<file path="src/rtl/nios_system_com_nios_oci_dct_packer_pkg.sv">
// Shared widths, FSM state encoding and frame payload layout for the OCI trace atom packer.
package nios_system_com_nios_oci_dct_pkg;

    localparam int unsigned DCT_W     = 30;
    localparam int unsigned CNT_W     = 4;
    localparam int unsigned ATOM_W    = 2;
    localparam int unsigned MAX_ATOMS = 15;
    localparam int unsigned FRM_W     = CNT_W + DCT_W;

    typedef enum logic [1:0] {
        ST_EMPTY,
        ST_FILL,
        ST_FULL_WAIT
    } state_e;

    typedef struct packed {
        logic [CNT_W-1:0] count;
        logic [DCT_W-1:0] buffer;
    } frame_t;

endpackage

</file>
<file path="src/rtl/nios_system_com_nios_oci_dct_packer_if.sv">
// Valid/ready frame channel from the packer to the trace FIFO.
interface nios_system_com_nios_oci_dct_packer_if;
    import nios_system_com_nios_oci_dct_pkg::*;

    logic             frm_valid;
    logic [FRM_W-1:0] frm_data;
    logic             frm_ready;

    modport master (output frm_valid, output frm_data, input frm_ready);
    modport slave  (input frm_valid, input frm_data, output frm_ready);

endinterface

</file>
<file path="src/rtl/nios_system_com_nios_oci_dct_packer_frame_reg.sv">
// Single-entry output frame register; holds a frame stable until the FIFO accepts it.
module nios_system_com_nios_oci_dct_frame_reg
    import nios_system_com_nios_oci_dct_pkg::*;
(
    input  logic                                 clk,
    input  logic                                 reset,
    input  logic                                 load_i,
    input  frame_t                               data_i,
    output logic                                 free_c,
    nios_system_com_nios_oci_dct_packer_if.master frm
);

    logic   valid_q, valid_d;
    frame_t data_q,  data_d;

    // Register can take a new frame when empty or when its current frame leaves this cycle.
    assign free_c = !valid_q || frm.frm_ready;

    always_comb begin
        valid_d = valid_q;
        data_d  = data_q;
        if (load_i && free_c) begin
            valid_d = 1'b1;
            data_d  = data_i;
        end else if (valid_q && frm.frm_ready) begin
            valid_d = 1'b0;
        end
    end

    always_ff @(posedge clk or posedge reset) begin
        if (reset) begin
            valid_q <= 1'b0;
            data_q  <= '0;
        end else begin
            valid_q <= valid_d;
            data_q  <= data_d;
        end
    end

    assign frm.frm_valid = valid_q;
    assign frm.frm_data  = FRM_W'(data_q);

endmodule

</file>
<file path="src/rtl/nios_system_com_nios_oci_dct_packer.sv">
// Packs 2-bit trace atoms into 15-atom frames with flush, back-pressure and drop accounting.
module nios_system_com_nios_oci_dct_packer #(
    parameter int unsigned DCT_W  = 30,
    parameter int unsigned DROP_W = 8
) (
    input  logic                                           clk,
    input  logic                                           reset,
    input  logic                                           trace_en,
    input  logic                                           atom_valid,
    input  logic [1:0]                                     atom,
    input  logic                                           flush,
    output logic [DCT_W-1:0]                               dct_buffer,
    output logic [3:0]                                     dct_count,
    output logic                                           overflow,
    output logic [DROP_W-1:0]                              drop_cnt,
    nios_system_com_nios_oci_dct_packer_if.master          frm
);
    import nios_system_com_nios_oci_dct_pkg::*;

    localparam logic [CNT_W-1:0] CNT_MAX = CNT_W'(MAX_ATOMS);

    state_e             state_q, state_d;
    logic [DCT_W-1:0]   buf_q,   buf_d;
    logic [CNT_W-1:0]   cnt_q,   cnt_d;
    logic               pend_q,  pend_d;
    logic               ovf_q,   ovf_d;
    logic [DROP_W-1:0]  drop_q,  drop_d;
    logic               te_q;

    logic               accept_c;
    logic               te_fall_c;
    logic               free_c;
    logic               load_c;
    frame_t             frame_c;
    logic [DCT_W-1:0]   post_buf_c;
    logic [CNT_W-1:0]   post_cnt_c;

    assign accept_c   = trace_en && atom_valid;
    assign te_fall_c  = te_q && !trace_en;
    assign post_buf_c = accept_c ? {buf_q[DCT_W-3:0], atom} : buf_q;
    assign post_cnt_c = accept_c ? CNT_W'(cnt_q + CNT_W'(1)) : cnt_q;

    always_comb begin
        buf_d   = buf_q;
        cnt_d   = cnt_q;
        pend_d  = pend_q;
        ovf_d   = ovf_q;
        drop_d  = drop_q;
        load_c  = 1'b0;
        frame_c = '{count: cnt_q, buffer: buf_q};
        state_d = state_q;

        case (state_q)
            ST_FULL_WAIT: begin
                if (free_c) begin
                    // Held frame moves out; a same-cycle atom opens the next buffer.
                    load_c = 1'b1;
                    pend_d = 1'b0;
                    if (accept_c) begin
                        buf_d = DCT_W'(atom);
                        cnt_d = CNT_W'(1);
                    end else begin
                        buf_d = '0;
                        cnt_d = '0;
                    end
                end else if (accept_c) begin
                    ovf_d = 1'b1;
                    if (drop_q != {DROP_W{1'b1}}) begin
                        drop_d = DROP_W'(drop_q + DROP_W'(1));
                    end
                end
            end
            default: begin
                if ((post_cnt_c == CNT_MAX) ||
                    ((flush || te_fall_c || pend_q) && (post_cnt_c != '0))) begin
                    frame_c = '{count: post_cnt_c, buffer: post_buf_c};
                    if (free_c) begin
                        load_c = 1'b1;
                        buf_d  = '0;
                        cnt_d  = '0;
                        pend_d = 1'b0;
                    end else begin
                        buf_d  = post_buf_c;
                        cnt_d  = post_cnt_c;
                        pend_d = (post_cnt_c != CNT_MAX);
                    end
                end else begin
                    buf_d = post_buf_c;
                    cnt_d = post_cnt_c;
                end
            end
        endcase

        if (cnt_d == '0) begin
            state_d = ST_EMPTY;
        end else if (cnt_d == CNT_MAX) begin
            state_d = ST_FULL_WAIT;
        end else begin
            state_d = ST_FILL;
        end
    end

    always_ff @(posedge clk or posedge reset) begin
        if (reset) begin
            state_q <= ST_EMPTY;
            buf_q   <= '0;
            cnt_q   <= '0;
            pend_q  <= 1'b0;
            ovf_q   <= 1'b0;
            drop_q  <= '0;
            te_q    <= 1'b0;
        end else begin
            state_q <= state_d;
            buf_q   <= buf_d;
            cnt_q   <= cnt_d;
            pend_q  <= pend_d;
            ovf_q   <= ovf_d;
            drop_q  <= drop_d;
            te_q    <= trace_en;
        end
    end

    nios_system_com_nios_oci_dct_frame_reg u_frame_reg (
        .clk    (clk),
        .reset  (reset),
        .load_i (load_c),
        .data_i (frame_c),
        .free_c (free_c),
        .frm    (frm)
    );

    assign dct_buffer = buf_q;
    assign dct_count  = cnt_q;
    assign overflow   = ovf_q;
    assign drop_cnt   = drop_q;

endmodule

</file>
<file path="src/flat_wrapper.sv">
// flat-port wrapper written by rule: the top's interface ports become plain ports
module nios_system_com_nios_oci_dct_packer_flat import nios_system_com_nios_oci_dct_pkg::*;
#(
    parameter int unsigned DCT_W  = 30,
    parameter int unsigned DROP_W = 8
)
  (clk, reset, trace_en, atom_valid, atom, flush, dct_buffer, dct_count, overflow, drop_cnt, frm_frm_valid, frm_frm_data, frm_frm_ready);
  nios_system_com_nios_oci_dct_packer_if frm_i ();
  input  logic clk;
  input  logic reset;
  input  logic trace_en;
  input  logic atom_valid;
  input  logic [1:0] atom;
  input  logic flush;
  output logic [DCT_W-1:0] dct_buffer;
  output logic [3:0] dct_count;
  output logic overflow;
  output logic [DROP_W-1:0] drop_cnt;
  output wire logic [$bits(frm_i.frm_valid)-1:0] frm_frm_valid;
  output wire logic [$bits(frm_i.frm_data)-1:0] frm_frm_data;
  input wire logic [$bits(frm_i.frm_ready)-1:0] frm_frm_ready;
  assign frm_frm_valid = frm_i.frm_valid;
  assign frm_frm_data = frm_i.frm_data;
  assign frm_i.frm_ready = frm_frm_ready;
  nios_system_com_nios_oci_dct_packer #(.DCT_W(DCT_W), .DROP_W(DROP_W)) u_core (.clk(clk), .reset(reset), .trace_en(trace_en), .atom_valid(atom_valid), .atom(atom), .flush(flush), .dct_buffer(dct_buffer), .dct_count(dct_count), .overflow(overflow), .drop_cnt(drop_cnt), .frm(frm_i));
endmodule
</file>
<file path="config.mk">
export PLATFORM = sky130hd
export DESIGN_NAME = nios_system_com_nios_oci_dct_packer_flat
export DESIGN_NICKNAME = d
export VERILOG_FILES = /design/src/rtl/nios_system_com_nios_oci_dct_packer_pkg.sv /design/src/rtl/nios_system_com_nios_oci_dct_packer_if.sv /design/src/rtl/nios_system_com_nios_oci_dct_packer_frame_reg.sv /design/src/rtl/nios_system_com_nios_oci_dct_packer.sv /design/src/flat_wrapper.sv
export SDC_FILE = /design/constraint.sdc
export NUM_CORES = 1
export LEC_CHECK = 0
export ABC_AREA = 1
export ABC_CLOCK_PERIOD_IN_PS = 4900
export CAP_MARGIN = 5
export CORE_MARGIN = 4
export CORE_UTILIZATION = 35
export DETAILED_ROUTE_END_ITERATION = 6
export PLACE_DENSITY_LB_ADDON = 0.1
export SLEW_MARGIN = 15
export SYNTH_ARGS = -nofsm -noshare
export SYNTH_HDL_FRONTEND = slang
export SYNTH_SLANG_ARGS = --single-unit
</file>
<file path="constraint.sdc">
create_clock -name clk -period 4.9 [get_ports clk]
set_clock_uncertainty 0.05 [all_clocks]
set_input_delay 1.225 -clock clk [delete_from_list [all_inputs] [get_ports clk]]
set_output_delay 1.225 -clock clk [all_outputs]
set_load 0.05 [all_outputs]
</file>
After elaboration in Yosys (flattened, before gate mapping)
Cells that the tools add are included.

Register bits after elaboration: 82. Input port bits: 8. Output and inout port bits: 78.

Add/sub/neg operators: 2. Eq/ne operators: 6. Multiplexer cells: 25. Bitwise logic cells: 1. Reductions and logical operators: 18.

Operators by type and width (count): $mux W30 (5); $mux W34 (2); $mux W4 (5); $mux W1 (10); $add A8 B1 Y8 const B (1); $eq A4 B4 Y1 const B (2); $ne A8 B8 Y1 const B (1); $mux W2 (3); $logic_and A1 B1 Y1 (5); $add A4 B1 Y4 const B (1); $logic_not A4 Y1 (1); $logic_or A1 B1 Y1 (4); $ne A4 B4 Y1 const B (1); $reduce_and A4 Y1 (1); $reduce_bool A2 Y1 (2); $reduce_bool A4 Y1 (1); $reduce_and A3 Y1 (1); $eq A2 B2 Y1 const B (1); $logic_not A1 Y1 (2); $ne A2 B2 Y1 const B (1); $reduce_and A2 Y1 (1); $not A1 Y1 (1).

Longest topological paths before layout
Gate-level depths: netlist of run 1.

Depth in word-level cells: 11. Gate-level depth with buffers: 16. Mapped depth without buffers: 16.

By module
Synthesis of run 1 repeated with hierarchy kept, for this count alone.

Cell total of the unflattened synthesis: 516. Area total of the unflattened synthesis: 4289.1 µm².

By module, submodules not included: nios_system_com_nios_oci_dct_packer (instances 1, cells an instance 364, area each 2877.8 µm²); nios_system_com_nios_oci_dct_frame_reg (instances 1, cells an instance 152, area each 1411.4 µm²).

Least setup slack after synthesis of run 1
OpenSTA, ideal clock, no wires.

Path kind: input -> register. Start point: in frm_frm_ready. End point: reg u_core.drop_q[7] (netlist: u_core.drop_cnt[7]). Data arrival time: 2.464 ns. Path slack: 2.245 ns. Stages on the path: 9. Path buffers: 1. Cells stage by stage: or2_1 > buf_2 > nor2_4 > nand2_1 > nor2_2 > inv_1 > nor3_2 > nand3_1 > xnor2_1.

Longest elaborated chain between the ends: 3.

RTL lines: start: declaration (line flat_wrapper.sv:21) `input wire logic [$bits(frm_i.frm_ready)-1:0] frm_frm_ready;`; $logic_or A1 B1 Y1 (line nios_system_com_nios_oci_dct_packer_frame_reg.sv:17) `assign free_c = !valid_q || frm.frm_ready;`; $not A1 Y1 (no source line); $reduce_and A4 Y1 (no source line); end signal: assignment (line nios_system_com_nios_oci_dct_packer.sv:118) `drop_q <= drop_d;`; end: declaration (line nios_system_com_nios_oci_dct_packer.sv:27) `logic [DROP_W-1:0] drop_q, drop_d;`.

Every way passes these cells. A chain may end at the register's enable or synchronous reset.

Worst setup path in the final report of run 1
Start point: in trace_en. End point: reg u_core.u_frame_reg.data_q (netlist bit u_core.u_frame_reg.frm.frm_data[13]).

Longest elaborated chain between the ends: 9. Elaborated cells between the ends (all ways): 16. Classes of those cells: 1 x eq/ne; 6 x mux; 9 x reduce/logical.

RTL lines: start: declaration (line flat_wrapper.sv:11) `input logic trace_en;`; parallel branches: the longest is 9 deep, another holds $mux W4; end signal: assignment (line nios_system_com_nios_oci_dct_packer_frame_reg.sv:36) `data_q <= data_d;`; end: declaration (line nios_system_com_nios_oci_dct_packer_frame_reg.sv:14) `frame_t data_q, data_d;`.

Parallel ways; which one is timed is not known.

==> summary.txt, run 1 <==
Worst setup path
  • CP arrival: around 4.2 ns
  • Critical path launch point type: primary input
  • Reg2Reg Depth: 14
  • CP dominant cell by count: nand2_1
  • Worst path slowest cell: clkdlybuf4s50_1
  • R2R setup slack: around 1.9 ns
  • Delay-heaviest family, CP: simple AND/OR/NAND/NOR gates
  • CP peak stage delay: 0.53 ns
  • R2r endpoint: u_core.u_frame_reg.frm.frm_data[13]
  • Worst path required time: 5.10 ns
  • CP cell instances: clkdlybuf4s50_1 > nand2_2 > nand2_1 > nand2_1 > nand2_1 > nor2_1 > nand2_1 > nand2_1 > nand2_4 > nand2_8 > nand2_8 > inv_2 > nand2_1 > o21ai_1
  • RR Startpoint: u_core.dct_count[0]
  • CP Class: primary input to flop
  • Crit. End Element: flop
  • Max FO, Critical Path: 37
  • Buf+Inv Stages, Crit Path: 2

Die
  • Die X: around 120 µm
  • Starting density of the core: 0.3588
  • Die footprint: between 10,000 and 15,000 µm²
  • Core box area: ~11,000 µm²
  • Ports: 86
  • Die Height: 116.4 µm
  • Row count: 39

Routing
  • Total Wirelength: between 10 and 15 mm
  • Wire per inst: approximately 15 µm
  • Drt drc: 0
  • Via count: approximately 3,600
  • Post-route ant nets: 0
  • Via/cell ratio: 5.044
  • Detailed Routing Iterations Pass 1: 5
  • Initial DRC count: 217

Synth
  • Synth Warn #: 0
  • Mean post-synth cell area: just over 8 µm²
  • Post-Syn Area: approximately 4100 µm²
  • Post-synthesis sequential area ratio: 0.4988
  • Mapped Cells: 507
  • Post-synth cell types: 33
  • EDFF count, synth: 0
  • Asr flop ratio synth: 1.000
  • Synthesized Nets: a little over 500
  • Post-synthesis sequential element count: slightly above 80
  • Ys flop type: dfrtp_1

Timing
  • Unrepaired setup endpoints after global routing: no
  • Setup violations, final: 0
  • Post-layout min period: between 4 and 5 ns
  • Fmax: 0.2474 GHz
  • Final Max Tran Viols: 0
  • TNS Setup: 0 ns
  • Period utilization: 0.8251
  • Hold WS: 0.4343 ns
  • Worst Tran Pin Value: 0.9156 ns
  • Worst slew margin: 0.3889
  • Final hold vios: 0

Job
  • Max-cap violations: 0

Min path
  • Hold endpoint: u_core.overflow
  • Hold path depth: 2
  • Hold wc startpoint: u_core.overflow
  • Min-Delay Path Class: flop to flop

Finish
  • Layout cell share with drive strength beyond 1: 0.05872
  • Layout area overhead: 29.04%
  • Inserted Diodes: 0
  • Nets: between 500 and 600

Clock tree
  • Worst-path clk slew: about 0.060 ns
  • Root Driver: clkbuf_16
  • Hold-fix buffers, CTS: 0
  • TritonCTS clock tree: done
  • Num CTS Buffers: 9
  • Post_cts resized: 0
  • H-tree Lvls: 3
  • Setup bufs post-CTS: 0
  • CTS Buffer Depth: 2
  • Clock Latency Late Sink: roughly 0.33 ns
  • Clock Sinks: between 80 and 90

GRT
  • First-pass GRT wire length: 17.93 mm
  • Tot GR Track Use: 0.1678
  • Initial antenna violation count: 0
  • Vias in the first global route: roughly 3,400
  • Largest net degree at the start of global routing: 65
  • Gr ovfl total: 0

Power
  • Peak supply drop: approximately 0.25 mV
  • Design Power: 2.977 mW
  • P per Cell Area: about 560 nW/µm²
  • Static Leak: between 2 and 2.5 nW

Place
  • Routability congestion estimate from global placement: ~0.84
  • IO buf count: 85
  • Final HPWL DP: 7.053 mm

Run status
  • Outcome: completed
[how the worst max path moves through the flow]
stage / endpoint / cells after the start / from / slack (ns)
after CTS: u_core.u_frame_reg.frm.frm_data[13] / 14 / trace_en / 0.84
final: u_core.u_frame_reg.frm.frm_data[13] / 14 / trace_en / 0.86
after global routing: u_core.u_frame_reg.frm.frm_data[11] / 14 / trace_en / 0.47
after detailed placement: u_core.u_frame_reg.frm.frm_data[13] / 14 / trace_en / 0.53
after floorplan: u_core.dct_buffer[0] / 1 / reset / 1.52
after global placement: u_core.u_frame_reg.frm.frm_data[12] / 14 / trace_en / 0.61
[per-layer routing]
layer / global-route usage / up-vias / part of all wire
li1: - / 1814 / -
met1: 0.2391 / 1704 / 0.47
met2: 0.2574 / 111 / 0.46
met3: 0.03057 / 13 / 0.055
met4: 0.05800 / 0 / 0.015
met5: 0 / - / 0
[registers in the layout, indices dropped and copies added, names as in the netlist]
register	cells
u_core.u_frame_reg.frm.frm_data	34
u_core.te_q	1
u_core.drop_cnt	8
u_core.u_frame_reg.frm.frm_valid	1
u_core.pend_q	1
u_core.overflow	1
u_core.dct_buffer	30
u_core.dct_count	4
u_core.state_q	2
[cell usage after synthesis, drive strengths merged (3+ instances only)]
master	instances	area, µm²
dfrtp	82	2052
a21oi	34	170.2
nand3	38	195.2
nand2	102	427.9
o21ai	124	624.3
inv	51	191.4
nand4	3	25.02
nor3	3	20.02
buf	21	127.6
xor2	5	43.79
clkbuf	12	45.04
nor2	21	91.33
[worst reg2reg max path, delay by kind of cell, from the launching register on]
kind | cells | cell delay (ns)
simple gates | 10 | 1.43
fa+ha+maj | 1 | 0.32
flops | 1 | 0.45
buf+inv | 2 | 0.56
compound gates | 1 | 0.12
[logic make-up after synthesis]
logic type | count (synthesis) | synth area share
adder cells (fa/ha/maj) | 2 | 0.006082
AO/OA/AOI/OAI | 163 | 0.2041
flip-flops | 82 | 0.4988
buffers and inverters | 84 | 0.08850
AND/OR/NAND/NOR | 169 | 0.1877
XOR/XNOR | 7 | 0.01490
[final cells by class]
class | count | area (µm²)
Timing Repair Buffer | 89 | 880.8
Inverter | 51 | 192.7
Fill cell | 1155 | 6158
Clock inverter | 4 | 50.05
Sequential cell | 82 | 2052
Clock buffer | 12 | 256.5
Multi-Input combinational cell | 341 | 1698
Tap cell | 143 | 178.9
[layout by cell type, fill, tap and decap left out, types with 2 or more instances in the layout]
cell type and instances:
nor3_1 2, clkbuf_8 2, nand2_2 2, clkdlybuf4s50_1 85
xor2_1 5, nand3_1 37, clkinvlp_4 2, a21oi_1 34
xnor2_1 2, nand4_1 2, nand2_8 2, dfrtp_1 82
nand2_1 97, o221ai_1 2, clkbuf_16 9, clkinv_2 2
inv_1 49, o21ai_1 39, nor2_2 2, ha_1 2
o21ai_0 84, buf_4 4, a32o_1 2, nor2_1 18
[where the power goes]
part	switching (mW)	internal, mW	total (mW)	leakage, nW
clock	0.271	0.422	0.694	0.145
sequential	0.0945	0.819	0.913	1.09
combinational	0.970	0.401	1.37	0.967
[per-stage QoR]
stage / std cells / util / worst slack [ns] / area, µm²
2_1_floorplan: 507 / - / 1.517 / 4114
3_3_place_gp: 706 / 0.4362 / 0.6079 / 5002
3_5_place_dp: 706 / 0.4362 / 0.5308 / 5002
4_1_cts: 722 / 0.4630 / 0.8353 / 5309
5_1_grt: 722 / 0.4630 / 0.4697 / 5309
6_report: 722 / 0.4630 / 0.8572 / 5309
(Power assumes the default switching activity.)
==> inputs of run 2 (changes only) <==
--- a/config.mk
+++ b/config.mk
@@ -6,7 +6,7 @@
 export NUM_CORES = 1
 export LEC_CHECK = 0
 export ABC_AREA = 1
-export ABC_CLOCK_PERIOD_IN_PS = 4900
+export ABC_CLOCK_PERIOD_IN_PS = 3500
 export CAP_MARGIN = 5
 export CORE_MARGIN = 4
 export CORE_UTILIZATION = 35
==> constraint.sdc (replaced) <==
create_clock -name clk -period 3.5 [get_ports clk]
set_clock_uncertainty 0.05 [all_clocks]
set_input_delay 0.875 -clock clk [delete_from_list [all_inputs] [get_ports clk]]
set_output_delay 0.875 -clock clk [all_outputs]
set_load 0.05 [all_outputs]
==> run 2 against run 1 <==
- hold slack improved by 0.0053 ns
- wire length rose by 2.1%
- critical path depth rose by 1
- first-iteration DRC count rose by 1.4%
- sequential power rose by 39%
- power rose by 44%
- cell count rose by 0.83%
- sequential share of layout area fell by 0.57 points
- combinational power rose by 44%
- die area did not move
- flip-flop and latch count did not move
- critical endpoint is now u_core.state_q[0]
- highest routed layer unchanged
==> summary.txt, run 2 (synthesized netlist as in run 1, its figures left out) <==
Run status
  • Outcome: completed

Clock tree
  • Setup bufs post-CTS: 0
  • Root Driver: clkbuf_16
  • Hold-fix buffers, CTS: 0
  • Num CTS Buffers: 9
  • CTS Buffer Depth: 2
  • Post_cts resized: 0
  • H-tree Lvls: 3
  • TritonCTS clock tree: done
  • Worst-path clk slew: roughly 0.070 ns
  • Clock Sinks: between 80 and 90
  • Clock Latency Late Sink: between 0.3 and 0.4 ns

Power
  • Static Leak: 2.240 nW
  • Peak supply drop: approximately 0.4 mV
  • P per Cell Area: between 700 and 800 nW/µm²

Die
  • Core box area: 11,470 µm²
  • Ports: 86
  • Die footprint: roughly 14,000 µm²
  • Starting density of the core: 0.3588
  • Die X: ~120 µm
  • Row count: 39
  • Die Height: approximately 120 µm

Place
  • Final HPWL DP: approximately 7.4 mm
  • IO buf count: 85
  • Routability congestion estimate from global placement: between 0.7 and 0.8

Worst setup path
  • CP arrival: around 3.1 ns
  • Critical path launch point type: primary input
  • CP dominant cell by count: nand2_1
  • Worst path slowest cell: clkdlybuf4s50_1
  • CP Class: primary input to flop
  • Worst path required time: roughly 3.7 ns
  • CP peak stage delay: roughly 0.61 ns
  • Max FO, Critical Path: 18
  • Crit. End Element: flop
  • CP cell instances: clkdlybuf4s50_1 > nand3_2 > nor2_1 > nand2_1 > nand2_1 > nand2_1 > nand2_1 > nand2_4 > nand2_8 > buf_4 > nand2_1 > nand2_1 > nand2_1 > nor2_2 > nor2_1

GRT
  • Tot GR Track Use: 0.1745
  • Gr ovfl total: 0
  • Vias in the first global route: 3,570
  • Initial antenna violation count: 0
  • Largest net degree at the start of global routing: 59
  • First-pass GRT wire length: between 15 and 20 mm

Finish
  • Most frequent cells in the layout: nand2_1 (97), clkdlybuf4s50_1 (85), o21ai_0 (84)
  • Inserted Diodes: 0
  • Largest register FFs: 34
  • Layout area overhead: 30.96%
  • Layout cell share with drive strength beyond 1: 0.07009
  • Commonest non-fill, non-tap cell in the layout: nand2_1
  • Nets: between 500 and 600
  • Core Util, Final: 0.4698

Routing
  • Via/cell ratio: around 5
  • Total Wirelength: between 10 and 15 mm
  • Post-route ant nets: 0
  • Drt drc: 0
  • Initial DRC count: between 200 and 250
  • Wire per inst: approximately 15 µm
  • Via count: ~3,700
  • Detailed Routing Iterations Pass 1: 4

Timing
  • Fmax: around 0.34 GHz
  • Final hold vios: 0
  • Final Max Tran Viols: 0
  • Worst Tran Pin Value: 0.6580 ns
  • Setup violations, final: 0
  • Unrepaired setup endpoints after global routing: no
  • Post-layout min period: 2.914 ns
  • TNS Setup: 0 ns
  • Worst slew margin: 0.5608
  • Period utilization: 0.8326

Min path
  • Min-Delay Path Class: flop to flop

Job
  • Max-cap violations: 0
run 2: cell count changes in the layout (fill, tap and decap cells not counted):
cell and change:
buf_12 +1, buf_4 +5, bufinv_16 +1, clkbuf_1 -1
clkbuf_8 -1, inv_6 +1
run 2: layout make-up:
cell class / instances / area [µm²]
clock buffers: 10 / 239.0
fillers: 1144 / 6080
multi-input cells: 341 / 1698
clock inverters: 6 / 88.84
inverters: 51 / 192.7
flip-flops and latches: 82 / 2052
well taps: 143 / 178.9
repair buffers: 95 / 938.4
run 2: critical path, delay by kind of cell:
kind                   cells  cell delay [ns]
buffers and inverters      2             0.88
and+or+nand+nor           13             1.30
run 2: where the power goes:
part / switching (mW) / internal (mW) / total, mW
clock: 0.400 / 0.646 / 1.05
combinational: 1.37 / 0.606 / 1.97
sequential: 0.128 / 1.15 / 1.27
run 2: final timing paths:
kind | startpoint | to | slack, ns | depth (start not counted)
min reg2reg | u_core.u_frame_reg.frm.frm_data[22] | u_core.u_frame_reg.frm.frm_data[22] | 0.44 | 2
min | u_core.u_frame_reg.frm.frm_data[22] | u_core.u_frame_reg.frm.frm_data[22] | 0.44 | 2
max reg2reg | u_core.dct_count[0] | u_core.state_q[0] | 1.02 | 16
max in group asynchronous | reset | u_core.state_q[1] | 1.82 | 3
min in group asynchronous | reset | u_core.drop_cnt[3] | 0.88 | 2
max | trace_en | u_core.state_q[0] | 0.59 | 15
run 2: stage by stage:
stage	setup WS [ns]	instance area, µm²	power (mW)	hold slack (ns)	cells
after floorplan	0.4666	4114	2.694	0.4285	507
after global placement	0.2822	5060	3.261	0.4213	712
after detailed placement	0.2593	5060	3.271	0.4292	712
after CTS	0.5999	5388	4.331	0.4456	728
after global routing	0.3499	5388	4.552	0.4662	728
final	0.5859	5388	4.291	0.4395	728
run 2: metal layers:
layer / track usage / up-vias / part of all wire
met1: 0.2378 / 1774 / 0.46
met3: 0.04197 / 10 / 0.052
li1: - / 1822 / -
met2: 0.2807 / 98 / 0.48
met4: 0.04408 / 0 / 0.010
met5: 0 / - / 0
==> inputs of run 3 (changes only) <==
--- a/config.mk
+++ b/config.mk
@@ -6,7 +6,7 @@
 export NUM_CORES = 1
 export LEC_CHECK = 0
 export ABC_AREA = 1
-export ABC_CLOCK_PERIOD_IN_PS = 3500
+export ABC_CLOCK_PERIOD_IN_PS = 2750
 export CAP_MARGIN = 5
 export CORE_MARGIN = 4
 export CORE_UTILIZATION = 35
==> constraint.sdc (replaced) <==
create_clock -name clk -period 2.75 [get_ports clk]
set_clock_uncertainty 0.05 [all_clocks]
set_input_delay 0.6875 -clock clk [delete_from_list [all_inputs] [get_ports clk]]
set_output_delay 0.6875 -clock clk [all_outputs]
set_load 0.05 [all_outputs]
==> run 3 against run 2 <==
- register-to-register slack lost 0.54 ns
- wire length increased by 3.0%
- clock power increased by 7%
- power grew 26%
- sequential share of layout area fell by 0.66 points
- combinational power grew 36%
- hold slack worse by 0.0041 ns
- global-route usage rose by 0.26 points
- die area unchanged
- core utilization increased by 0.83 points
==> summary.txt, run 3 (synthesized netlist as in run 1, its figures left out) <==
Timing
  • Period utilization: 0.9043
  • Setup violations, final: 0
  • Final worst slack: around 0.26 ns
  • Unrepaired setup endpoints after global routing: no
  • Fmax: approximately 0.40 GHz
  • Worst Tran Pin Value: 0.5131 ns
  • Final hold vios: 0
  • Final Max Tran Viols: 0
  • Worst slew margin: 0.6572
  • Post-layout min period: 2.487 ns
  • Hold WS: about 0.44 ns

Die
  • Die Height: 116.4 µm
  • Ports: 86
  • Core box area: between 10,000 and 15,000 µm²
  • Die footprint: between 10,000 and 15,000 µm²
  • Starting density of the core: 0.3588
  • Row count: 39
  • Die X: between 100 and 150 µm

Worst setup path
  • Worst path slowest cell: clkdlybuf4s50_1
  • CP cell instances: clkdlybuf4s50_1 > nand3_2 > o21ai_2 > nand2_1 > nand2_1 > nand2_1 > nand2_4 > nand2_2 > buf_4 > o21ai_0 > o21ai_1
  • CP arrival: around 2.7 ns
  • CP dominant cell by count: nand2_1
  • Max FO, Critical Path: 16
  • CP Class: primary input to flop
  • CP peak stage delay: 0.60 ns
  • Critical path launch point type: primary input
  • Worst path required time: approximately 2.9 ns
  • Crit. End Element: flop

Finish
  • Nets: between 600 and 700
  • Most frequent cells in the layout: nand2_1 (97), clkdlybuf4s50_1 (85), o21ai_0 (84)
  • Layout cell share with drive strength beyond 1: 0.08863
  • Finished Cell Area: 5483 µm²
  • Core Util, Final: 0.4781
  • Largest register FFs: 34
  • Layout area overhead: 33.27%
  • FILL cells: 1,100
  • Commonest non-fill, non-tap cell in the layout: nand2_1
  • Inserted Diodes: 0

Routing
  • Wire per inst: around 16 µm
  • Top Metal Used: met4
  • Post-route ant nets: 0
  • Detailed Routing Iterations Pass 1: 4
  • Total Wirelength: roughly 12 mm
  • Met3 routed WL: between 500 and 600 µm
  • Via count: around 3,800
  • Via/cell ratio: between 5 and 6
  • Met2 WL post-DR: 5.341 mm
  • Drt drc: 0
  • Post-route met1 wirelength: approximately 5.4 mm
  • Initial DRC count: 272

Place
  • Final HPWL DP: 7.876 mm
  • IO buf count: 85
  • Placement Setup Slack: -0.05232 ns
  • Routability congestion estimate from global placement: 0.8139
  • Post-DP Area: 5210 µm²

Run status
  • Outcome: completed

Clock tree
  • Root Driver: clkbuf_16
  • H-tree Lvls: 3
  • Hold-fix buffers, CTS: 0
  • Num CTS Buffers: 9
  • CTS Buffer Depth: 2
  • Clock Sinks: 82
  • TritonCTS clock tree: done
  • Post_cts resized: 0
  • Clock Latency Late Sink: 0.33 ns
  • Setup bufs post-CTS: 0
  • Worst-path clk slew: approximately 0.060 ns

GRT
  • Tot GR Track Use: 0.1771
  • First-pass GRT wire length: ~19 mm
  • Vias in the first global route: approximately 3,700
  • Gr ovfl total: 0
  • Largest net degree at the start of global routing: 44
  • Initial antenna violation count: 0

Power
  • Peak supply drop: between 0.4 and 0.5 mV
  • P per Cell Area: slightly below 1000 nW/µm²
  • Static Leak: approximately 2.3 nW
  • Design Power: ~5.4 mW

Job
  • Max-cap violations: 0

Min path
  • Min-Delay Path Class: flop to flop
run 3: changes by cell type in the layout (fill, tap and decap cells not counted):
cell        before  now
buf_4            9   18
buf_12           1    5
bufinv_16        2    0
clkbuf_1         0    1
clkinv_2         2    3
clkinvlp_4       2    3
inv_6            1    0
run 3: cell type report:
cell class	instances	area (µm²)	area share
tap	143	178.9	0.03263
multi-input combinational	341	1698	0.3097
clock inverter	5	30.03	0.005477
sequential	82	2052	0.3743
inverter	51	195.2	0.03560
timing repair buffer	108	1086	0.1981
clock buffer	11	242.7	0.04427
run 3: worst max-delay path, delay by kind of cell:
family                 cells  cell delay, ns
AO/OA/AOI/OAI              3            0.46
buffers and inverters      2            0.85
AND/OR/NAND/NOR            6            0.64
run 3: path summary, 6_finish.rpt:
| path | start | endpoint | slack, ns | cells after the start |
|---|---|---|---|---|
| max in group asynchronous | reset | u_core.dct_count[3] | 1.43 | 3 |
| max reg2reg | u_core.dct_count[0] | u_core.u_frame_reg.frm.frm_data[26] | 0.48 | 13 |
| max | trace_en | u_core.u_frame_reg.frm.frm_data[26] | 0.26 | 11 |
| min in group asynchronous | reset | u_core.u_frame_reg.frm.frm_data[1] | 0.69 | 2 |
| min reg2reg | u_core.overflow | u_core.overflow | 0.44 | 2 |
| min | u_core.overflow | u_core.overflow | 0.44 | 2 |
run 3: per-stage QoR:
stage	setup TNS, ns	std cells
CTS	0	741
detailed placement	-0.1361	725
floorplan	0	507
global placement	0	725
finish	0	741
global route	0	741
run 3: metal layers:
metal | vias up | GRT usage
li1 | 1856 | -
met1 | 1813 | 0.2464
met2 | 95 | 0.2719
met3 | 19 | 0.04197
met4 | 0 | 0.06032
met5 | - | 0
run 3: power by group:
part / internal [mW] / switching [mW]
sequential: 1.46 / 0.169
combinational: 0.890 / 1.78
clock: 0.632 / 0.488
